<file path="config.mk">
export PLATFORM = sky130hd
export DESIGN_NAME = mem_req_arbiter
export DESIGN_NICKNAME = d
export VERILOG_FILES = /design/src/rtl/mem_req_arbiter.sv
export SDC_FILE = /design/constraint.sdc
export NUM_CORES = 1
export LEC_CHECK = 0
export BUFFER_PORTS_ARGS = -buffer_cell sky130_fd_sc_hd__buf_2
export CORE_AREA = 4 4 106 108
export CTS_CLUSTER_DIAMETER = 150
export DETAILED_ROUTE_END_ITERATION = 10
export DIE_AREA = 0 0 110 112
export GPL_TIMING_DRIVEN = 0
export PLACE_DENSITY = 0.81
export SYNTH_ARGS = -nofsm -noshare
export SYNTH_HDL_FRONTEND = slang
export SYNTH_SLANG_ARGS = --single-unit
</file>
<file path="constraint.sdc">
create_clock -name clk_i -period 3.7 [get_ports clk_i]
set_input_delay 0.555 -clock clk_i [delete_from_list [all_inputs] [get_ports clk_i]]
set_output_delay 0.555 -clock clk_i [all_outputs]
set_load 0.03 [all_outputs]
</file>
<file path="src/rtl/mem_req_arbiter.sv">
//==============================================================================
// Module  : mem_req_arbiter
// Brief   : Shares one external memory port among NUM_PORTS requesters and
//           routes in-order read responses back to the issuing port.
// Revision: 1.0 - initial release
//==============================================================================
`default_nettype none

package mem_req_arbiter_pkg;
  typedef logic [1:0] access_size_t;
endpackage

module mem_req_arbiter
  import mem_req_arbiter_pkg::*;
#(
  parameter int NUM_PORTS       = 2,
  parameter int ADDR_WIDTH      = 32,
  parameter int DATA_WIDTH      = 32,
  parameter int MAX_OUTSTANDING = 4,
  parameter int ARB_MODE        = 0,
  parameter int STARVE_LIMIT    = 8
) (
  input  logic                                  clk_i,
  input  logic                                  rst_i,
  input  logic [NUM_PORTS-1:0]                  req_valid_i,
  input  logic [NUM_PORTS-1:0]                  req_we_i,
  input  logic [NUM_PORTS-1:0][ADDR_WIDTH-1:0]  req_addr_i,
  input  logic [NUM_PORTS-1:0][DATA_WIDTH-1:0]  req_wdata_i,
  input  access_size_t [NUM_PORTS-1:0]          req_size_i,
  output logic [NUM_PORTS-1:0]                  req_ready_o,
  output logic [NUM_PORTS-1:0]                  rsp_valid_o,
  output logic [DATA_WIDTH-1:0]                 rsp_data_o,
  output logic                                  mem_rd_req_valid_o,
  output logic                                  mem_wr_req_valid_o,
  output logic [ADDR_WIDTH-1:0]                 mem_req_address_o,
  output logic [DATA_WIDTH-1:0]                 mem_wr_data_o,
  output access_size_t                          mem_req_access_size_o,
  input  logic                                  mem_req_ready_i,
  input  logic                                  mem_rsp_valid_i,
  input  logic [DATA_WIDTH-1:0]                 mem_rsp_data_i,
  output logic [$clog2(MAX_OUTSTANDING+1)-1:0]  outstanding_o,
  output logic                                  err_o
);

  localparam int c_id_w  = (NUM_PORTS > 1) ? $clog2(NUM_PORTS) : 1;
  localparam int c_cnt_w = $clog2(MAX_OUTSTANDING + 1);
  localparam int c_ptr_w = (MAX_OUTSTANDING > 1) ? $clog2(MAX_OUTSTANDING) : 1;
  localparam int c_stv_w = $clog2(STARVE_LIMIT + 1);

  logic [c_id_w-1:0]    r_rr_ptr;
  logic [c_id_w-1:0]    r_fifo [MAX_OUTSTANDING];
  logic [c_ptr_w-1:0]   r_wr_ptr;
  logic [c_ptr_w-1:0]   r_rd_ptr;
  logic [c_cnt_w-1:0]   r_cnt;
  logic [c_stv_w-1:0]   r_starve [NUM_PORTS];
  logic [NUM_PORTS-1:0] r_rsp_valid;
  logic [DATA_WIDTH-1:0] r_rsp_data;
  logic                 r_err;

  logic                 w_full;
  logic [NUM_PORTS-1:0] w_elig;
  logic [NUM_PORTS-1:0] w_promoted;
  logic [c_id_w-1:0]    w_grant;
  logic                 w_any;
  logic                 w_gnt_we;
  logic                 w_accept;
  logic                 w_push;
  logic                 w_pop;
  logic [c_id_w-1:0]    w_head;
  logic [NUM_PORTS-1:0] w_rsp_next;

  function automatic logic [c_ptr_w-1:0] f_ptr_inc(input logic [c_ptr_w-1:0] ptr);
    return (ptr == c_ptr_w'(MAX_OUTSTANDING - 1)) ? '0 : ptr + c_ptr_w'(1);
  endfunction

  // Fullness uses the registered count only, so a same-cycle pop frees nothing.
  assign w_full = (r_cnt == c_cnt_w'(MAX_OUTSTANDING));
  assign w_elig = req_valid_i & (req_we_i | {NUM_PORTS{~w_full}});

  always_comb begin
    w_promoted = '0;
    for (int p = 0; p < NUM_PORTS; p++) begin
      w_promoted[p] = (ARB_MODE == 0) && (r_starve[p] == c_stv_w'(STARVE_LIMIT));
    end
  end

  // Descending scans let the last hit (lowest index / closest to rr_ptr) win.
  always_comb begin : p_grant
    int v_idx;
    v_idx   = 0;
    w_grant = '0;
    if (ARB_MODE == 0) begin
      for (int p = NUM_PORTS - 1; p >= 0; p--) begin
        if (w_elig[p]) w_grant = c_id_w'(p);
      end
      for (int p = NUM_PORTS - 1; p >= 0; p--) begin
        if (w_elig[p] && w_promoted[p]) w_grant = c_id_w'(p);
      end
    end else begin
      for (int i = NUM_PORTS - 1; i >= 0; i--) begin
        v_idx = int'(r_rr_ptr) + i;
        if (v_idx >= NUM_PORTS) v_idx = v_idx - NUM_PORTS;
        if (w_elig[c_id_w'(v_idx)]) w_grant = c_id_w'(v_idx);
      end
    end
  end

  assign w_any    = |w_elig;
  assign w_gnt_we = req_we_i[w_grant];
  assign w_accept = w_any & mem_req_ready_i;
  assign w_push   = w_accept & ~w_gnt_we;
  assign w_pop    = mem_rsp_valid_i & (r_cnt != '0);
  assign w_head   = r_fifo[r_rd_ptr];

  assign mem_rd_req_valid_o    = w_any & ~w_gnt_we;
  assign mem_wr_req_valid_o    = w_any & w_gnt_we;
  assign mem_req_address_o     = w_any ? req_addr_i[w_grant]  : '0;
  assign mem_wr_data_o         = w_any ? req_wdata_i[w_grant] : '0;
  assign mem_req_access_size_o = w_any ? req_size_i[w_grant]  : '0;

  always_comb begin
    req_ready_o = '0;
    if (w_accept) req_ready_o[w_grant] = 1'b1;
  end

  always_comb begin
    w_rsp_next = '0;
    if (w_pop) w_rsp_next[w_head] = 1'b1;
  end

  always_ff @(posedge clk_i) begin
    if (w_push) r_fifo[r_wr_ptr] <= w_grant;
  end

  always_ff @(posedge clk_i or negedge rst_i) begin
    if (!rst_i) begin
      r_rr_ptr    <= '0;
      r_wr_ptr    <= '0;
      r_rd_ptr    <= '0;
      r_cnt       <= '0;
      r_rsp_valid <= '0;
      r_rsp_data  <= '0;
      r_err       <= 1'b0;
      for (int p = 0; p < NUM_PORTS; p++) r_starve[p] <= '0;
    end else begin
      if (w_accept) begin
        r_rr_ptr <= (w_grant == c_id_w'(NUM_PORTS - 1)) ? '0 : w_grant + c_id_w'(1);
      end
      if (w_push) r_wr_ptr <= f_ptr_inc(r_wr_ptr);
      if (w_pop)  r_rd_ptr <= f_ptr_inc(r_rd_ptr);
      case ({w_push, w_pop})
        2'b10:   r_cnt <= r_cnt + c_cnt_w'(1);
        2'b01:   r_cnt <= r_cnt - c_cnt_w'(1);
        default: r_cnt <= r_cnt;
      endcase
      r_rsp_valid <= w_rsp_next;
      if (w_pop) r_rsp_data <= mem_rsp_data_i;
      if (mem_rsp_valid_i && (r_cnt == '0)) r_err <= 1'b1;
      for (int p = 0; p < NUM_PORTS; p++) begin
        if (!req_valid_i[p] || req_ready_o[p]) begin
          r_starve[p] <= '0;
        end else if (r_starve[p] != c_stv_w'(STARVE_LIMIT)) begin
          r_starve[p] <= r_starve[p] + c_stv_w'(1);
        end
      end
    end
  end

  assign rsp_valid_o   = r_rsp_valid;
  assign rsp_data_o    = r_rsp_data;
  assign outstanding_o = r_cnt;
  assign err_o         = r_err;

endmodule

`default_nettype wire

</file>
==> impl_metrics.env <==
export IMPL_status="finished, final reports clean"
export IMPL_die_area_um2=12300
export IMPL_fin_skew_ns=0.00457
export IMPL_pwr_share_seq=0.291
export IMPL_synth_edf_count=4
export IMPL_max_stage_delay_ns=0.41
export IMPL_grt_pass1_wl_um=19200
export IMPL_cellPowerDensity_nw_per_um2=583
export IMPL_h_tree_depth=2
export IMPL_startpoint="r_starve[4]"
export IMPL_dieWidth_um=110
export IMPL_io_pins=280
export IMPL_critPathKind="register to output pin"
export IMPL_relSlewSlack=0.282
export IMPL_start_kind="register"
export IMPL_synth_area_mux_share=0.111
export IMPL_vias=4251
export IMPL_yosys_area_share_xor_xnor=0.0192
export IMPL_grt_max_degree=51
export IMPL_cts_path_max_buffers=2
export IMPL_syn_nets=606
export IMPL_grt_overflow=0
export IMPL_rrSetupSlack_ns=0.63
export IMPL_routabilityCongestion=0.842
export IMPL_dpl_hpwl_um=10400
export IMPL_finalWorstPathRequiredPeriod_ns=3.23
export IMPL_insertion_delay_ns=0.30
export IMPL_worstPathArrival_ns=2.67
export IMPL_p_comb_frac=0.601
export IMPL_fmax_ghz=0.310
export IMPL_setup_viol_count_final=0
export IMPL_netlist_top_cells_area="dfrtp_1, mux2_2, nand3_1"
export IMPL_cp_max_fo=10
export IMPL_intPower_uw=1580
export IMPL_synth_simple_area_share=0.154
export IMPL_reg2reg_from="r_starve[4]"
export IMPL_swShare=0.491
export IMPL_yosysMostFrequentCell="nand3_1"
export IMPL_wl_per_cell_um=15.1
export IMPL_slowest_stage="dfrtp_1"
export IMPL_peakVddDrop_mv=0.372
export IMPL_holdWs_ns=0.432
export IMPL_cts_tree="built"
export IMPL_clock_root_buffer="clkbuf_8"
export IMPL_synth_top_family_by_area="compound AO/OA/AOI/OAI gates"
export IMPL_drtIter0Drc=213
export IMPL_switching_power_uw=1520
export IMPL_area_growth_pct=45.6
export IMPL_synthDistinctLibCells=43
export IMPL_tns_ns=0
export IMPL_grt_setup_unrepaired="false"
export IMPL_route_detailed_drc=0
export IMPL_finalPower_uw=3100
export IMPL_track_usage=0.192
export IMPL_final_nets=892
export IMPL_num_rows=37
export IMPL_yosysTopAreaCell="dfrtp_1"
export IMPL_clkTransAtPathRegs_ns=0.09
export IMPL_hp_class="input port to async pin"
export IMPL_synthAdderAreaFrac=0.0398
export IMPL_worst_pin_slew_ns=1.08
export IMPL_start_util=0.357
export IMPL_drt_pre_antenna_iters=4
export IMPL_cap_violations=0
export IMPL_portBuffers=279
export IMPL_critPathCaptureType="output pin"
export IMPL_synth_top_cell_area_share=0.343
export IMPL_yosys_warnings=0
export IMPL_synth_seq_cells=54
export IMPL_cts_setup_buffers=0
export IMPL_ctsHoldBuffers=0
export IMPL_critPathRequiredTime_ns=3.14
export IMPL_drv_slew=0
export IMPL_cpMostUsedCell="clkbuf_1"
export IMPL_dp_cells=838
export IMPL_pwr_share_clk=0.108
export IMPL_ff2ff_path_depth=13
export IMPL_timing_hold_violations_final=0
export IMPL_grt_pass1_vias=4125
export IMPL_cts_num_sinks=54
export IMPL_ant_nets=0
export IMPL_post_cts_resized=0
export IMPL_antenna_found_initial=1
export IMPL_netlist_area_um2=3650
export IMPL_syn_avg_cell_area_um2=8.63
export IMPL_cp_cell_sequence="inv_1 > ha_1 > and3b_1 > clkbuf_1 > o221a_1 > buf_6 > clkbuf_1 > o21ai_0 > a21oi_1 > buf_2"
export IMPL_min_period_over_period=0.873
export IMPL_p_leak_uw=0.00261
export IMPL_drive_gt1_frac=0.487
export IMPL_die_y_um=112
export IMPL_final_core_util=0.519
export IMPL_vias_per_cell=5.02
export IMPL_synth_compound_area_frac=0.230
export IMPL_synthTopCellsByCount="nand3_1, a21oi_1, o21ai_0"
export IMPL_yosysSeqAreaShare=0.376
export IMPL_instances_no_fill=847
export IMPL_async_flop_share=0.926
export IMPL_syn_inst=423
export IMPL_core_um2=10200
export IMPL_fillers=1010
export IMPL_cts_buffers=5
export IMPL_r2r_end="outstanding_o[2]"
export IMPL_routed_wl_um=12800
export IMPL_ys_flop_type="dfrtp_1"
==> power by group through the flow <==
stage	logic [uW]	clock network [uW]	registers (uW)
final	1860	335	902
after global routing	2040	371	925
after CTS	1880	347	904
after detailed placement	1880	0	914
after global placement	1860	0	903
after floorplan	999	0	1210
==> per-stage QoR <==
| step | setup WS [ns] | cell area, um^2 |
|---|---|---|
| after global routing | 0.256 | 5310 |
| final | 0.471 | 5310 |
| after CTS | 0.441 | 5310 |
| after detailed placement | 0.610 | 5220 |
| after global placement | 0.591 | 5220 |
| after floorplan | 0.873 | 3650 |
==> worst max-delay path by stage <==
| stage | end | slack, ns | depth (start not counted) |
|---|---|---|---|
| 3_3_place_gp | mem_wr_data_o[7] | 0.59 | 8 |
| 5_1_grt | mem_req_address_o[15] | 0.26 | 10 |
| 2_1_floorplan | req_ready_o[1] | 0.87 | 6 |
| 6_report | mem_wr_data_o[27] | 0.47 | 10 |
| 3_5_place_dp | mem_wr_data_o[7] | 0.61 | 8 |
| 4_1_cts | mem_wr_data_o[27] | 0.44 | 10 |
==> cell type report <==
cell class	count	area, um^2	area share
Buffer	42	205	0.0386
Inverter	14	52.6	0.00989
Multi-Input combinational cell	313	2020	0.380
Clock inverter	2	11.3	0.00212
Clock buffer	6	82.6	0.0155
Antenna cell	1	2.50	0.000471
Tap cell	136	170	0.0320
Sequential cell	54	1370	0.258
Timing Repair Buffer	279	1400	0.263
==> cell families (layout without fill, tap and decap cells) <==
group,Yosys count,count (layout)
flops,54,54
simple gates,108,108
fa+ha+maj,11,11
other cells,0,1
compound gates,151,151
mux,35,35
xor+xnor,8,8
buf+inv,56,343
==> layer usage <==
| layer | part of all wire | GRT usage | up-vias | wire (um) |
|---|---|---|---|---|
| met5 | 0 | 0 | - | 0 |
| met4 | 0.021 | 0.0640 | 0 | 268 |
| met3 | 0.10 | 0.0435 | 20 | 1310 |
| met2 | 0.50 | 0.345 | 217 | 6390 |
| met1 | 0.38 | 0.219 | 1918 | 4820 |
| li1 | - | - | 2096 | - |
==> sequential cells by signal, indices dropped and copies added (netlist names) <==
register,cells
r_rd_ptr,2
r_fifo,4
err_o,1
rsp_data_o,32
r_starve,8
outstanding_o,3
rsp_valid_o,2
r_wr_ptr,2
==> placed cells by master, fill, tap and decap left out, types with 10 or more instances in the layout <==
cell type  synthesis  routed
mux2_2            33      33
nand3_1           69      69
inv_1             13      13
ha_1              10      10
a21oi_1           68      68
nor2_1            13      13
buf_2             11     290
dfrtp_1           50      50
clkbuf_1          25      25
o21ai_0           68      68
==> worst max-delay path: cells and delay by family (launching register included) <==
kind / cells / cell delay, ns
buf+inv: 5 / 1.04
compound gates: 3 / 0.59
flops: 1 / 0.41
fa+ha+maj: 1 / 0.16
simple gates: 1 / 0.16
No activity file was read; power rests on OpenSTA's default activity.
